## src/rtl/tia_missile_control_pkg.sv

```systemverilog
// Shared definitions for the TIA missile controller: write addresses,
// sequencer state encoding and the HMOVE motion-count helper.
package tia_missile_control_pkg;

    localparam logic [5:0] ADDR_NUSIZ0 = 6'h04;
    localparam logic [5:0] ADDR_ENAM0  = 6'h1D;
    localparam logic [5:0] ADDR_RESM0  = 6'h12;
    localparam logic [5:0] ADDR_HMM0   = 6'h22;
    localparam logic [5:0] ADDR_RESMP0 = 6'h28;
    localparam logic [5:0] ADDR_HMOVE  = 6'h2A;
    localparam logic [5:0] ADDR_HMCLR  = 6'h2B;

    localparam logic [3:0] HM_BIAS = 4'h8;

    typedef enum logic {
        SEQ_IDLE,
        SEQ_ACTIVE
    } seq_state_t;

    // Signed motion value (-8..7) to the number of extra clocks (0..15).
    function automatic logic [3:0] hm_to_n(input logic [3:0] hm);
        return hm ^ HM_BIAS;
    endfunction

endpackage

```

## src/rtl/tia_hmove_sequencer.sv

```systemverilog
// HMOVE sequencer: counts 16 motion ticks after a start strobe and emits a
// one-clock active-low pulse on each tick whose index is below n.
module tia_hmove_sequencer
    import tia_missile_control_pkg::*;
(
    input  logic       clk,
    input  logic       reset_bar,
    input  logic       start,
    input  logic       tick,
    input  logic [3:0] n,
    output logic       pulse_bar
);

    seq_state_t state_q, state_d;
    logic [3:0] k_q, k_d;
    logic       pulse_bar_q, pulse_bar_d;

    always_comb begin
        // NOTE: every variable gets a default first so no path infers a latch.
        state_d     = state_q;
        k_d         = k_q;
        pulse_bar_d = 1'b1;
        if (start) begin
            // A start strobe outranks a coincident tick: restart without a pulse.
            state_d = SEQ_ACTIVE;
            k_d     = 4'd0;
        end else if (state_q == SEQ_ACTIVE && tick) begin
            pulse_bar_d = ~(k_q < n);
            k_d         = k_q + 4'd1;
            if (k_q == 4'd15) begin
                state_d = SEQ_IDLE;
            end
        end
    end

    always_ff @(posedge clk or negedge reset_bar) begin
        // NOTE: sequential state uses non-blocking assignments only.
        if (!reset_bar) begin
            state_q     <= SEQ_IDLE;
            k_q         <= 4'd0;
            pulse_bar_q <= 1'b1;
        end else begin
            state_q     <= state_d;
            k_q         <= k_d;
            pulse_bar_q <= pulse_bar_d;
        end
    end

    assign pulse_bar = pulse_bar_q;

endmodule

```

## src/rtl/tia_missile_control.sv

```systemverilog
// Missile register front end: decodes TIA writes for one missile, holds its
// NUSIZ/ENAM/RESMP/HMM state and drives the HMOVE sequencer.
module tia_missile_control
    import tia_missile_control_pkg::*;
#(
    parameter int INDEX = 0
) (
    input  logic       clk,
    input  logic       reset_bar,
    input  logic       wr_en,
    input  logic [5:0] wr_addr,
    input  logic [7:0] wr_data,
    input  logic       hmove_tick,
    output logic       mec_bar,
    output logic       nz0_bar,
    output logic       nz1_bar,
    output logic       nz2_bar,
    output logic       nz4_bar,
    output logic       nz5_bar,
    output logic       missile_enable,
    output logic       missile_reset,
    output logic       missile_to_player_reset,
    output logic       missile_to_player_reset_bar
);

    localparam logic [5:0] A_NUSIZ = ADDR_NUSIZ0 + 6'(INDEX);
    localparam logic [5:0] A_ENAM  = ADDR_ENAM0  + 6'(INDEX);
    localparam logic [5:0] A_RESM  = ADDR_RESM0  + 6'(INDEX);
    localparam logic [5:0] A_HMM   = ADDR_HMM0   + 6'(INDEX);
    localparam logic [5:0] A_RESMP = ADDR_RESMP0 + 6'(INDEX);

    logic [2:0] copies_q, copies_d;
    logic [1:0] size_q, size_d;
    logic       enam_q, enam_d;
    logic       resm_q, resm_d;
    logic       resmp_q, resmp_d;
    logic [3:0] hm_q, hm_d;
    logic       hmove_start;

    // NUSIZ bit 3 has no meaning for a missile.
    logic unused_wr_data;
    assign unused_wr_data = wr_data[3];

    always_comb begin
        copies_d    = copies_q;
        size_d      = size_q;
        enam_d      = enam_q;
        resm_d      = 1'b0;
        resmp_d     = resmp_q;
        hm_d        = hm_q;
        hmove_start = 1'b0;
        if (wr_en) begin
            unique case (wr_addr)
                A_NUSIZ: begin
                    copies_d = wr_data[2:0];
                    size_d   = wr_data[5:4];
                end
                A_ENAM:     enam_d      = wr_data[1];
                A_RESM:     resm_d      = 1'b1;
                A_HMM:      hm_d        = wr_data[7:4];
                A_RESMP:    resmp_d     = wr_data[1];
                ADDR_HMOVE: hmove_start = 1'b1;
                ADDR_HMCLR: hm_d        = 4'd0;
                default: ;
            endcase
        end
    end

    always_ff @(posedge clk or negedge reset_bar) begin
        if (!reset_bar) begin
            copies_q <= 3'd0;
            size_q   <= 2'd0;
            enam_q   <= 1'b0;
            resm_q   <= 1'b0;
            resmp_q  <= 1'b0;
            hm_q     <= 4'd0;
        end else begin
            copies_q <= copies_d;
            size_q   <= size_d;
            enam_q   <= enam_d;
            resm_q   <= resm_d;
            resmp_q  <= resmp_d;
            hm_q     <= hm_d;
        end
    end

    tia_hmove_sequencer u_seq (
        .clk       (clk),
        .reset_bar (reset_bar),
        .start     (hmove_start),
        .tick      (hmove_tick),
        .n         (hm_to_n(hm_q)),
        .pulse_bar (mec_bar)
    );

    assign nz0_bar                     = ~copies_q[0];
    assign nz1_bar                     = ~copies_q[1];
    assign nz2_bar                     = ~copies_q[2];
    assign nz4_bar                     = ~size_q[0];
    assign nz5_bar                     = ~size_q[1];
    assign missile_enable              = enam_q;
    assign missile_reset               = resm_q;
    assign missile_to_player_reset     = resmp_q;
    assign missile_to_player_reset_bar = ~resmp_q;

endmodule
```

## config.mk

```make
export PLATFORM = sky130hd
export DESIGN_NAME = tia_missile_control
export DESIGN_NICKNAME = d
export VERILOG_FILES = /design/src/rtl/tia_missile_control_pkg.sv /design/src/rtl/tia_hmove_sequencer.sv /design/src/rtl/tia_missile_control.sv
export SDC_FILE = /design/constraint.sdc
export NUM_CORES = 1
export LEC_CHECK = 0
export ABC_CLOCK_PERIOD_IN_PS = 3300
export BUFFER_PORTS_ARGS = -buffer_cell sky130_fd_sc_hd__buf_2
export CORE_UTILIZATION = 29
export DETAILED_ROUTE_END_ITERATION = 10
export GPL_TIMING_DRIVEN = 0
export PLACE_DENSITY = 0.52
export SLEW_MARGIN = 20
export SYNTH_ARGS = -nofsm -noshare
export SYNTH_HDL_FRONTEND = slang
export SYNTH_HIERARCHICAL = 1
export SYNTH_SLANG_ARGS = --single-unit
```

## constraint.sdc

```tcl
create_clock -name clk -period 3.3 [get_ports clk]
set_clock_uncertainty 0.2 [all_clocks]
set_input_delay 0.66 -clock clk [delete_from_list [all_inputs] [get_ports clk]]
set_output_delay 0.66 -clock clk [all_outputs]
set_load 0.03 [all_outputs]
```

======== Word-level counts from Yosys, hierarchy flattened ========
Cells that the tools add are included.
operators by class
  add/sub/neg operators ................... 1
  order comparisons ....................... 1
  equality and inequality tests ........... 8
  muxes and demuxes ....................... 12
  bitwise logic cells ..................... 8
  reduce and logical (&&, ||, !) cells .... 9
operator list
  cell                                           number
  == test 6 bit, second input constant           4
  == test 6 x 5 -> 1 bit, second input constant  2
  AND reduction 2 bit                            5
  two-way mux 1 bit                              9
  two-way mux 4 bit                              2
  NOT 1 bit                                      8
  one-hot mux 4 bit (2 select lines)             1
  == test 6 x 3 -> 1 bit, second input constant  1
  nonzero test 2 bit                             3
  adder 4 x 1 -> 4 bit, second input constant    1
  == test 4 bit, second input constant           1
  < comparator 4 bit                             1
  logical AND 1 bit                              1
storage, ports and cells
  bits in registers ....................... 18
  input bits .............................. 18
  output and inout bits ................... 10

======== Logic depth before layout (Yosys ltp) ========
Gate-level depths: netlist (run 1).
  depth after elaboration ................. 5
  gate-level depth with buffers ........... 5
  depth with buffers taken out ............ 5

======== Modules after synthesis ========
Netlist (run 1), hierarchy kept.
modules (own cells, without submodules)
  module               instances  cells each  area an instance (sq um)  sequential area each (sq um)
  tia_missile_control  1          52          618.1                     300.3
  tia_hmove_sequencer  1          33          327.8                     151.4

======== Worst setup path before layout (run 1) ========
OpenSTA, ideal clock, no wires.
  kind .................................... input port to flip-flop
  from .................................... input port wr_addr[0]
  to ...................................... register copies_q[0]
  library setup time ...................... 0.125 ns
  arrival ................................. 1.894 ns
  required time ........................... 2.975 ns
  slack ................................... 1.081 ns
  stages .................................. 4
  path buffers ............................ 1
  cells stage by stage .................... or4b_1 or3_1 buf_6 mux2_4
on the way
  word-level cells in the longest chain between the ends .. 2
RTL lines
  item                           RTL line                   RTL
  from (decl)                    tia_missile_control.sv:11  input logic [5:0] wr_addr,
  == test 6 x 3 -> 1 bit         tia_missile_control.sv:53  unique case (wr_addr)
  AND reduction 2 bit (no line)  n/a
  to (signal assigned)           tia_missile_control.sv:78  copies_q <= copies_d;
  to (decl)                      tia_missile_control.sv:32  logic [2:0] copies_q, copies_d;
Every way passes these cells.
A chain may end at the register's enable or synchronous reset.

======== Final worst setup path (run 1) ========
  from .................................... input port wr_addr[4]
  to ...................................... register u_seq.pulse_bar_q, in the netlist u_seq/pulse_bar
on the way
  word-level cells in the longest chain between the ends .. 4
RTL lines
  item                   RTL line                   RTL
  == test 6 bit          tia_missile_control.sv:53
  two-way mux 1 bit      tia_missile_control.sv:53
  two-way mux 1 bit      tia_missile_control.sv:52  if (wr_en) begin
  via hmove_start        tia_missile_control.sv:38  logic hmove_start;
  two-way mux 1 bit      tia_hmove_sequencer.sv:23  if (start) begin
  via u_seq.pulse_bar_d  tia_hmove_sequencer.sv:16  logic pulse_bar_q, pulse_bar_d;
  to (signal assigned)   tia_hmove_sequencer.sv:45  pulse_bar_q <= pulse_bar_d;
  to (decl)              tia_hmove_sequencer.sv:16
The timed path passes the listed nets, and every way through them passes these cells.

==> impl_summary.txt, run 1 <==
----------------------------------------------------
[Outcome]
  Outcome ... finished clean

[Floorplanning]
  Horizontal die dimension ... 59.11 microns
  Y dimension of the die ... a little under 60 microns
  Number of top-level pins ... 28
  Floorplan row count ... 20
  Die area ... approximately 3500 sq um
  Core Footprint ... slightly above 3000 sq um
  Starting density of the core ... 0.3073

[Final layout]
  N_diodes ... 0
  Fraction of layout instances using a drive strength above 1 ... 0.3565
  Syn-to-layout area delta ... 22.35%
  Count of filler cells inserted in the layout ... between 300 and 400
  Final layout net count ... 138
  Util after Layout ... 0.3760

[Synthesis]
  Synth warnings ... 6
  Area contributors post-synth ... sky130_fd_sc_hd__dfrtp_1, sky130_fd_sc_hd__mux2_4, sky130_fd_sc_hd__ha_1
  Total of flip-flops plus latches after synthesis ... 18
  Portion of synthesized cell area occupied by the leading cell type ... 0.4497
  Number of enable-type register cells in the synthesized netlist ... 0
  Most repeated cell in the gate-level netlist after synthesis ... sky130_fd_sc_hd__dfrtp_1
  Ranking of synthesized cells by instance count ... sky130_fd_sc_hd__dfrtp_1, sky130_fd_sc_hd__inv_1, sky130_fd_sc_hd__mux2_4, sky130_fd_sc_hd__ha_1
  Cell type with the largest total area after synthesis ... sky130_fd_sc_hd__dfrtp_1
  Number of instances in the synthesized netlist ... 85
  Post-synth design cell area ... 945.9 sq um
  Synth unique cells ... 32
  Commonest register cell after synthesis ... sky130_fd_sc_hd__dfrtp_1
  Part of the Yosys area used for sequential elements ... 0.4775
  Mapped Nets ... 107
  Share of synthesized registers carrying an async set or reset ... 1.000
  Syn Area/Cell ... roughly 11 sq um

[Pwr]
  LEAKAGE ... 0.0005581 uW
  Share of total power in combinational logic ... 0.298
  Worst ir drop on vdd ... 0.0001570 V
  Clock power share ... 0.190
  Switching fraction of total power ... 0.3374
  Total power divided by cell area ... about 500 nW/um^2
  Switching power ... 200.6 uW
  Share of power burned in registers ... 0.512
  Internal power ... 394.0 uW

[Clock network]
  Library cell used as clock root buffer ... sky130_fd_sc_hd__clkbuf_4
  Worst skew pair latency ... approximately 0.29 ns
  TritonCTS clock tree ... built
  Hold buffer count at CTS ... 0
  Number of buffers added by the clock tree synthesis step ... 3
  Max H-tree Level ... 1
  Count of buffers added by post-CTS timing repair for setup ... 0
  Maximum clock path buffer count ... 2
  Clock-pin slew reported for the worst setup and hold paths after clock tree synthesis ... 0.11 ns
  Post-CTS Resized ... 0
  CTS Sinks ... 18

[Place]
  Half-perimeter wire length after detailed placement ... ~1400 microns
  Routability-driven placement congestion ratio ... slightly below 0.8
  Port Buf Inserts ... 26

[STA]
  Final worst path period share ... 0.6640
  Final Max Tran Viols ... 0
  Relative slew slack ... 0.2614
  Setup repair after global routing missed its margin ... no
  Worst-Margin Slew ... 1.093 ns
  Final number of setup-violating endpoints ... 0
  Hold Vio Cnt, Final ... 0
  Maximum operating frequency ... around 460 MHz
  Total negative slack ... 0 ns
  Final min period ... between 2 and 2.5 ns

[Global routing]
  Met2 Track Usage GR ... 0.1899
  Number of antenna violations at the first check in global routing ... 0
  M3 GR Usage ... 0.01528
  Overall track demand over capacity in global routing ... 0.1197
  Wire length of the first global-routing pass ... around 3200 microns
  Global routing's busiest layer ... met2
  Vias in the first global route ... 760
  Largest net degree at the start of global routing ... 19
  GR Util met1 ... 0.1545
  Grt ovf ... 0

[Min path]
  Type of the tightest min-delay check ... in2async

[Critical path]
  Critical Path Slowest Stage Cell ... sky130_fd_sc_hd__nor4b_1
  Critical path data required time ... between 3 and 4 ns
  Bufs and invs on worst path ... 1
  Worst path max stage delay ... roughly 0.95 ns
  Family with the most delay on the worst path ... simple AND/OR/NAND/NOR gates
  Crit-path max FO ... 6
  Sort of element at the start of the critical path ... input pin
  CP Data Arrival Time ... roughly 2.2 ns
  Critical path capture point type ... flop
  Kind of critical path ... in2reg
  Series of cell instances along the critical path ... buf_2 -> nand3b_1 -> nor4b_1 -> nor3_1 -> o21ai_0

[Route]
  DR pass1 iterations ... 3
  Antenna Nets Post-Route ... 0
  Vias/cell ... ~4.6
  First DRT Iteration DRCs ... 10
  DRC Markers ... 0
  WL per Instance ... approximately 11 microns
  Wire length reported by the detailed router ... between 1500 and 2000 microns
  Via Count ... 728

[Run]
  Maximum capacitance violations ... 0

----------------------------------------------------
[power groups by stage]
stage	Sequential, uW	Clock [uW]	Combinational [uW]
2_1_floorplan	312	0	117
3_3_place_gp	308	0	173
3_5_place_dp	309	0	178
4_1_cts	305	118	179
5_1_grt	313	129	204
6_report	304	113	177
[area by class of cell]
type                       instances  area (sq um)  share of cell area
timing repair buffer              26         130.1              0.1124
tap                               44         55.05             0.04757
multi-input combinational         54         437.9              0.3784
clock buffer                       4         26.28             0.02270
buffer                             1         11.26            0.009730
inverter                          12         45.04             0.03892
sequential                        18         451.7              0.3903
[worst paths after layout]
check | slack [ns] | startpoint | endpoint | cells past startpoint
setup / recovery | 1.11 | wr_addr[4] | u_seq/pulse_bar$_DFF_PN1_ | 5
hold / removal | 0.08 | reset_bar | missile_reset$_DFF_PN0_ | 1
setup reg to reg | 2.01 | u_seq/k_q[1]$_DFFE_PN0P_ | u_seq/pulse_bar$_DFF_PN1_ | 3
hold reg to reg | 0.31 | hm_q[1]$_DFFE_PN0P_ | hm_q[1]$_DFFE_PN0P_ | 1
max in group asynchronous | 2.48 | reset_bar | u_seq/pulse_bar$_DFF_PN1_ | 1
min in group clk | 0.31 | hm_q[1]$_DFFE_PN0P_ | hm_q[1]$_DFFE_PN0P_ | 1
[sequential cells by signal (all words and copies together), names as in the netlist]
| name | cells |
|---|---|
| size_q | 2 |
| u_seq/pulse_bar | 1 |
| missile_enable | 1 |
| u_seq/state_q | 1 |
| u_seq/k_q | 4 |
| missile_to_player_reset | 1 |
| copies_q | 3 |
| hm_q | 4 |
| missile_reset | 1 |
[worst reg2reg max path: stages (launching register included)]
cell	delay (ns)
sky130_fd_sc_hd__dfrtp_1	0.43
sky130_fd_sc_hd__ha_1	0.28
sky130_fd_sc_hd__a211oi_1	0.19
sky130_fd_sc_hd__o21ai_0	0.12
[layout by cell type (no fill, tap or decap), types with 3 or more instances in the layout]
cell,n
sky130_fd_sc_hd__ha_1,4
sky130_fd_sc_hd__nor3_1,3
sky130_fd_sc_hd__a22o_1,3
sky130_fd_sc_hd__buf_2,26
sky130_fd_sc_hd__inv_1,12
sky130_fd_sc_hd__o21ai_0,3
sky130_fd_sc_hd__nand3_1,3
sky130_fd_sc_hd__mux2_4,5
sky130_fd_sc_hd__clkbuf_4,3
sky130_fd_sc_hd__dfrtp_1,17
[metrics by stage]
stage	hold WS [ns]	cell area [sq um]	std cells	total power, uW	setup slack (ns)
global placement	0.2887	1131	155	481.9	0.8056
floorplan	0.1644	945.9	85	429.3	1.081
CTS	0.09451	1157	159	602.0	1.112
global route	0.09483	1157	159	646.5	1.029
detailed placement	0.2913	1131	155	487.4	0.8189
finish	0.08099	1157	159	594.6	1.109
[logic make-up (layout without fill, tap and decap cells)]
group	count (synthesis)	in the layout	share of synthesized area
compound gates	12	12	0.08863
fa+ha+maj	4	4	0.05291
xor+xnor	2	2	0.01852
simple gates	29	29	0.1997
flops	18	18	0.4775
mux	7	7	0.1032
buf+inv	13	43	0.05952
[layer usage]
layer,vias up,wire (microns),share of wire
met3,2,54,0.031
met4,0,27,0.016
met5,-,0,0
met2,13,847,0.49
met1,348,811,0.47
li1,365,-,-
Power figures use the tool's default switching activity.
==> run 2: changes to the inputs <==
- ABC_CLOCK_PERIOD_IN_PS: 3300 -> 1950
- PLACE_DENSITY: 0.52 -> 0.54
- clock period: 3.3 -> 1.95 ns (I/O delays scaled with it)
==> impl_summary.txt, run 2 (synthesized netlist as in run 1, its figures left out) <==
----------------------------------------------------
[Place]
  Cell area after placement ... 1131 sq um (unchanged)
  Half-perimeter wire length after detailed placement ... 1404 microns (was 1386 microns)
  Routability-driven placement congestion ratio ... 0.7697 (was 0.7775)
  Port Buf Inserts ... 26 (unchanged)

[Floorplanning]
  Starting density of the core ... 0.3073 (unchanged)
  Core Footprint ... 3078 sq um (unchanged)
  Y dimension of the die ... 59.11 microns (unchanged)
  Floorplan row count ... 20 (unchanged)
  Number of top-level pins ... 28 (unchanged)
  Horizontal die dimension ... 59.11 microns (unchanged)
  Die area ... 3494 sq um (unchanged)

[Route]
  Via Count ... 724 (was 728)
  Vias/cell ... 4.525 (was 4.579)
  First DRT Iteration DRCs ... 17 (was 10)
  DRC Markers ... 0 (unchanged)
  Antenna Nets Post-Route ... 0 (unchanged)
  Wire length reported by the detailed router ... 1850 microns (was 1741 microns)
  WL per Instance ... 11.56 microns (was 10.95 microns)
  Routed met2 length ... 828 microns (was 847 microns)
  WL met3 ... 77 microns (was 54 microns)
  DR pass1 iterations ... 4 (was 3)
  Detailed-route wire length on metal 1 ... 918 microns (was 811 microns)
  Highest signal layer in the routed design ... met4 (unchanged)

[Critical path]
  Crit-path max FO ... 8 (was 6)
  Sort of element at the start of the critical path ... input pin (unchanged)
  Kind of critical path ... in2reg (unchanged)
  CP Data Arrival Time ... 1.80 ns (was 2.19 ns)
  Critical path data required time ... 1.93 ns (was 3.30 ns)
  Critical path capture point type ... flop (unchanged)

[STA]
  Worst hold slack after final layout ... 0.1327 ns (was 0.08099 ns)
  Relative slew slack ... 0.6263 (was 0.2614)
  Final number of setup-violating endpoints ... 0 (unchanged)
  Worst-Margin Slew ... 0.5591 ns (was 1.093 ns)
  Maximum operating frequency ... 549.1 MHz
  Final Max Tran Viols ... 0 (unchanged)
  Total negative slack ... 0 ns (unchanged)
  Final min period ... between 1.5 and 2 ns
  Setup repair after global routing missed its margin ... no (unchanged)
  Hold Vio Cnt, Final ... 0 (unchanged)
  Final worst path period share ... 0.9340

[Run]
  Maximum capacitance violations ... 0 (unchanged)

[Global routing]
  Largest net degree at the start of global routing ... 19 (unchanged)
  Number of antenna violations at the first check in global routing ... 0 (unchanged)
  Vias in the first global route ... 691 (was 760)
  Grt ovf ... 0 (unchanged)
  Wire length of the first global-routing pass ... 3208 microns (was 3180 microns)
  Overall track demand over capacity in global routing ... 0.1263 (was 0.1197)

[Final layout]
  Leading cell types in the layout, fill and taps excluded ... sky130_fd_sc_hd__buf_2, sky130_fd_sc_hd__dfrtp_1, sky130_fd_sc_hd__inv_1, sky130_fd_sc_hd__mux2_4, sky130_fd_sc_hd__ha_1 (unchanged)
  Regs by FF count ... hm_q: 4 flops, u_seq/k_q: 4 flops, copies_q: 3 flops (unchanged)
  Post-route cell area ... 1184 sq um (was 1157 sq um)
  N_diodes ... 0 (unchanged)
  Fraction of layout instances using a drive strength above 1 ... 0.3707 (was 0.3565)
  Count of filler cells inserted in the layout ... 319 (was 308)
  Final layout net count ... 139 (was 138)
  Syn-to-layout area delta ... 25.13% (was 22.35%)
  Commonest non-fill, non-tap cell in the layout ... sky130_fd_sc_hd__buf_2 (unchanged)
  Util after Layout ... 0.3846 (was 0.3760)

[Clock network]
  Library cell used as clock root buffer ... sky130_fd_sc_hd__clkbuf_4 (unchanged)
  TritonCTS clock tree ... built (unchanged)
  Clock-pin slew reported for the worst setup and hold paths after clock tree synthesis ... 0.10 ns (was 0.11 ns)
  CTS Sinks ... 18 (unchanged)
  Number of buffers added by the clock tree synthesis step ... 3 (unchanged)
  Max H-tree Level ... 1 (unchanged)
  Worst skew pair latency ... 0.29 ns (about the same)
  Maximum clock path buffer count ... 2 (unchanged)

[Outcome]
  Outcome ... finished clean (unchanged)

[Pwr]
  Worst ir drop on vdd ... 0.0002133 V (was 0.0001570 V)
  Total power divided by cell area ... 893.6 nW/um^2 (was 513.7 nW/um^2)
  LEAKAGE ... 0.0005693 uW (was 0.0005581 uW)

[Min path]
  Type of the tightest min-delay check ... in2reg (was in2async)

----------------------------------------------------
[run 2: path summary, 6_finish.rpt]
| path | from | endpoint | slack [ns] | cells after the start |
|---|---|---|---|---|
| hold / removal | wr_data[2] | copies_q[2]$_DFFE_PN0P_ | 0.13 | 2 |
| min in group asynchronous | reset_bar | hm_q[1]$_DFFE_PN0P_ | 0.35 | 2 |
| setup reg to reg | u_seq/k_q[2]$_DFFE_PN0P_ | u_seq/k_q[3]$_DFFE_PN0P_ | 0.64 | 3 |
| hold reg to reg | missile_enable$_DFFE_PN0P_ | missile_enable$_DFFE_PN0P_ | 0.31 | 1 |
| max in group asynchronous | reset_bar | u_seq/pulse_bar$_DFF_PN1_ | 0.88 | 2 |
| setup / recovery | wr_addr[0] | size_q[1]$_DFFE_PN0P_ | 0.13 | 5 |
[run 2: routing by layer]
| layer | vias to the layer above | GRT usage |
|---|---|---|
| met3 | 2 | 0.02402 |
| met2 | 20 | 0.1851 |
| met4 | 0 | 0.07143 |
| met1 | 339 | 0.1740 |
| met5 | - | 0 |
| li1 | 363 | - |
[run 2: what timing repair did]
| item | CTS | global route |
|---|---|---|
| hold buffers | 1 | 0 |
| setup endpoints to repair | 0 | 1 |
| resized for setup | 0 | 1 |
| endpoints found under the hold margin | 17 | 0 |
| buffers inserted | 0 | 0 |
[run 2: final cells by class]
class / instances / area [sq um] / area share
multi-input cells: 54 / 444.2 / 0.3753
flip-flops and latches: 18 / 451.7 / 0.3816
well taps: 44 / 55.05 / 0.04651
inverters: 12 / 45.04 / 0.03805
plain buffers: 1 / 11.26 / 0.009514
clock buffers: 4 / 36.28 / 0.03066
repair buffers: 27 / 140.1 / 0.1184
[run 2: where the power goes]
| part | internal (uW) | switching (uW) | total (uW) |
|---|---|---|---|
| Combinational | 140 | 172 | 312 |
| Clock | 114 | 117 | 230 |
| Sequential | 450 | 65.6 | 516 |
| Total | 704 | 354 | 1060 |
[run 2: worst max-delay path, cell delays in order]
cell and delay [ns]:
sky130_fd_sc_hd__buf_2 0.14, sky130_fd_sc_hd__or4b_1 0.50, sky130_fd_sc_hd__or3_1 0.33, sky130_fd_sc_hd__buf_6 0.15
sky130_fd_sc_hd__mux2_4 0.29
[run 2: metrics by stage]
stage	total power (uW)	instances	worst slack [ns]
3_3_place_gp	815.3	155	-0.2412
3_5_place_dp	834.6	155	-0.2256
6_report	1058	160	0.1288
4_1_cts	1067	160	0.07451
2_1_floorplan	726.5	85	0.001127
5_1_grt	1135	160	0.1199
==> run 3: changes to the inputs <==
- PLACE_DENSITY: 0.54 -> 0.49
==> impl_summary.txt, run 3 (synthesized netlist as in run 1, its figures left out) <==
----------------------------------------------------
[Critical path]
  CP Data Arrival Time ... 1.81 ns (was 1.80 ns)
  Crit-path max FO ... 8 (unchanged)
  Sort of element at the start of the critical path ... input pin (unchanged)
  Critical path data required time ... 1.94 ns (was 1.93 ns)
  Critical path capture point type ... flop (unchanged)
  Kind of critical path ... in2reg (unchanged)

[Clock network]
  Max H-tree Level ... 1 (unchanged)
  Number of buffers added by the clock tree synthesis step ... 3 (unchanged)
  Library cell used as clock root buffer ... sky130_fd_sc_hd__clkbuf_4 (unchanged)
  Worst skew pair latency ... 0.29 ns (about the same)
  Post-CTS Resized ... 0 (unchanged)
  Maximum clock path buffer count ... 2 (unchanged)
  CTS Sinks ... 18 (unchanged)
  TritonCTS clock tree ... built (unchanged)
  Clock-pin slew reported for the worst setup and hold paths after clock tree synthesis ... 0.11 ns (was 0.10 ns)

[Final layout]
  Leading cell types in the layout, fill and taps excluded ... sky130_fd_sc_hd__buf_2, sky130_fd_sc_hd__dfrtp_1, sky130_fd_sc_hd__inv_1, sky130_fd_sc_hd__mux2_4, sky130_fd_sc_hd__ha_1 (unchanged)
  N_diodes ... 0 (unchanged)
  Regs by FF count ... hm_q: 4 flops, u_seq/k_q: 4 flops, copies_q: 3 flops (unchanged)
  Count of filler cells inserted in the layout ... 319 (unchanged)
  Fraction of layout instances using a drive strength above 1 ... 0.3707 (unchanged)
  Commonest non-fill, non-tap cell in the layout ... sky130_fd_sc_hd__buf_2 (unchanged)
  Syn-to-layout area delta ... 25.13% (unchanged)
  Final layout net count ... 139 (unchanged)
  Util after Layout ... 0.3846 (unchanged)

[Place]
  Half-perimeter wire length after detailed placement ... 1403 microns (was 1404 microns)
  Routability-driven placement congestion ratio ... 0.7889 (was 0.7697)
  Port Buf Inserts ... 26 (unchanged)

[Route]
  WL met3 ... 61 microns (was 77 microns)
  Routed met2 length ... 871 microns (was 828 microns)
  Via Count ... 727 (was 724)
  Wire length reported by the detailed router ... 1800 microns (was 1850 microns)
  DRC Markers ... 0 (unchanged)
  Detailed-route wire length on metal 1 ... 840 microns (was 918 microns)
  DR pass1 iterations ... 3 (was 4)
  Vias/cell ... 4.544 (was 4.525)
  First DRT Iteration DRCs ... 10 (was 17)
  WL per Instance ... 11.25 microns (was 11.56 microns)
  Antenna Nets Post-Route ... 0 (unchanged)
  Highest signal layer in the routed design ... met4 (unchanged)

[Global routing]
  Overall track demand over capacity in global routing ... 0.1156 (was 0.1263)
  Grt ovf ... 0 (unchanged)
  Vias in the first global route ... 693 (was 691)
  Wire length of the first global-routing pass ... 2960 microns (was 3208 microns)
  Largest net degree at the start of global routing ... 19 (unchanged)
  Number of antenna violations at the first check in global routing ... 0 (unchanged)

[STA]
  Final Max Tran Viols ... 0 (unchanged)
  Final min period ... 1.824 ns (was 1.821 ns)
  Relative slew slack ... 0.5998 (was 0.6263)
  Worst-Margin Slew ... 0.5988 ns (was 0.5591 ns)
  Hold Vio Cnt, Final ... 0 (unchanged)
  Final number of setup-violating endpoints ... 0 (unchanged)
  Maximum operating frequency ... 548.4 MHz (was 549.1 MHz)
  Worst hold slack after final layout ... 0.1158 ns (was 0.1327 ns)
  Final worst path period share ... 0.9352 (was 0.9340)
  Setup repair after global routing missed its margin ... no (unchanged)

[Outcome]
  Outcome ... finished clean (unchanged)

[Floorplanning]
  Die area ... 3494 sq um (unchanged)
  Starting density of the core ... 0.3073 (unchanged)
  Floorplan row count ... 20 (unchanged)
  Y dimension of the die ... 59.11 microns (unchanged)
  Horizontal die dimension ... 59.11 microns (unchanged)
  Number of top-level pins ... 28 (unchanged)
  Core Footprint ... 3078 sq um (unchanged)

[Pwr]
  Internal power ... 703.4 uW (was 703.8 uW)
  Switching fraction of total power ... 0.3357 (was 0.3346)
  Share of total power in combinational logic ... 0.290 (was 0.295)
  Worst ir drop on vdd ... 0.0002291 V (was 0.0002133 V)
  Clock power share ... 0.221 (was 0.218)
  Share of power burned in registers ... 0.489 (was 0.488)
  LEAKAGE ... 0.0005693 uW (unchanged)
  Total power divided by cell area ... 894.5 nW/um^2 (was 893.6 nW/um^2)
  Switching power ... 355.4 uW (was 353.9 uW)

[Min path]
  Type of the tightest min-delay check ... in2reg (unchanged)

[Run]
  Maximum capacitance violations ... 0 (unchanged)

----------------------------------------------------
## run 3: cell counts in the layout (fill, tap and decap cells not counted)
No cell type changed its count.
## run 3: stage by stage
stage | instances | power, uW | setup WS (ns) | cell area (sq um) | setup TNS (ns)
CTS | 160 | 1073 | 0.03877 | 1177 | 0
global placement | 155 | 816.1 | -0.2449 | 1131 | -1.920
global route | 160 | 1139 | 0.1021 | 1184 | 0
detailed placement | 155 | 835.6 | -0.2687 | 1131 | -2.129
finish | 160 | 1059 | 0.1264 | 1184 | 0
floorplan | 85 | 726.5 | 0.001127 | 945.9 | 0
## run 3: power groups by stage
stage / sequential (uW) / combinational [uW] / clock [uW]
2_1_floorplan: 529 / 198 / 0
4_1_cts: 519 / 312 / 242
3_5_place_dp: 527 / 309 / 0
3_3_place_gp: 522 / 294 / 0
6_report: 517 / 307 / 234
5_1_grt: 530 / 346 / 262
## run 3: worst paths after layout
| kind | endpoint | slack, ns | startpoint | depth (start not counted) |
|---|---|---|---|---|
| min reg2reg | hm_q[2]$_DFFE_PN0P_ | 0.31 | hm_q[2]$_DFFE_PN0P_ | 1 |
| max reg2reg | u_seq/pulse_bar$_DFF_PN1_ | 0.65 | u_seq/k_q[1]$_DFFE_PN0P_ | 3 |
| max | size_q[1]$_DFFE_PN0P_ | 0.13 | wr_addr[0] | 5 |
| min in group asynchronous | u_seq/k_q[0]$_DFFE_PN0P_ | 0.34 | reset_bar | 2 |
| min | hm_q[2]$_DFFE_PN0P_ | 0.12 | wr_data[6] | 2 |
| max in group asynchronous | u_seq/pulse_bar$_DFF_PN1_ | 0.89 | reset_bar | 2 |
## run 3: metal layers
metal,track usage,vias up
met5,0,-
met4,0.06463,0
met3,0.02183,2
met2,0.1834,14
met1,0.1475,349
li1,-,362
## run 3: final cells by class
class / instances / area [sq um] / share of cell area
Buffer: 1 / 11.26 / 0.009514
Clock buffer: 4 / 36.28 / 0.03066
Inverter: 12 / 45.04 / 0.03805
Multi-Input combinational cell: 54 / 444.2 / 0.3753
Sequential cell: 18 / 451.7 / 0.3816
Tap cell: 44 / 55.05 / 0.04651
Timing Repair Buffer: 27 / 140.1 / 0.1184
## run 3: critical path: stages
cell	delay, ns
sky130_fd_sc_hd__buf_2	0.14
sky130_fd_sc_hd__or4b_1	0.50
sky130_fd_sc_hd__or3_1	0.34
sky130_fd_sc_hd__buf_6	0.15
sky130_fd_sc_hd__mux2_4	0.29
## run 3: repair_timing
action	4_1_cts	5_1_grt
setup buffers	0	0
hold endpoints to repair	17	0
hold buffers	1	0
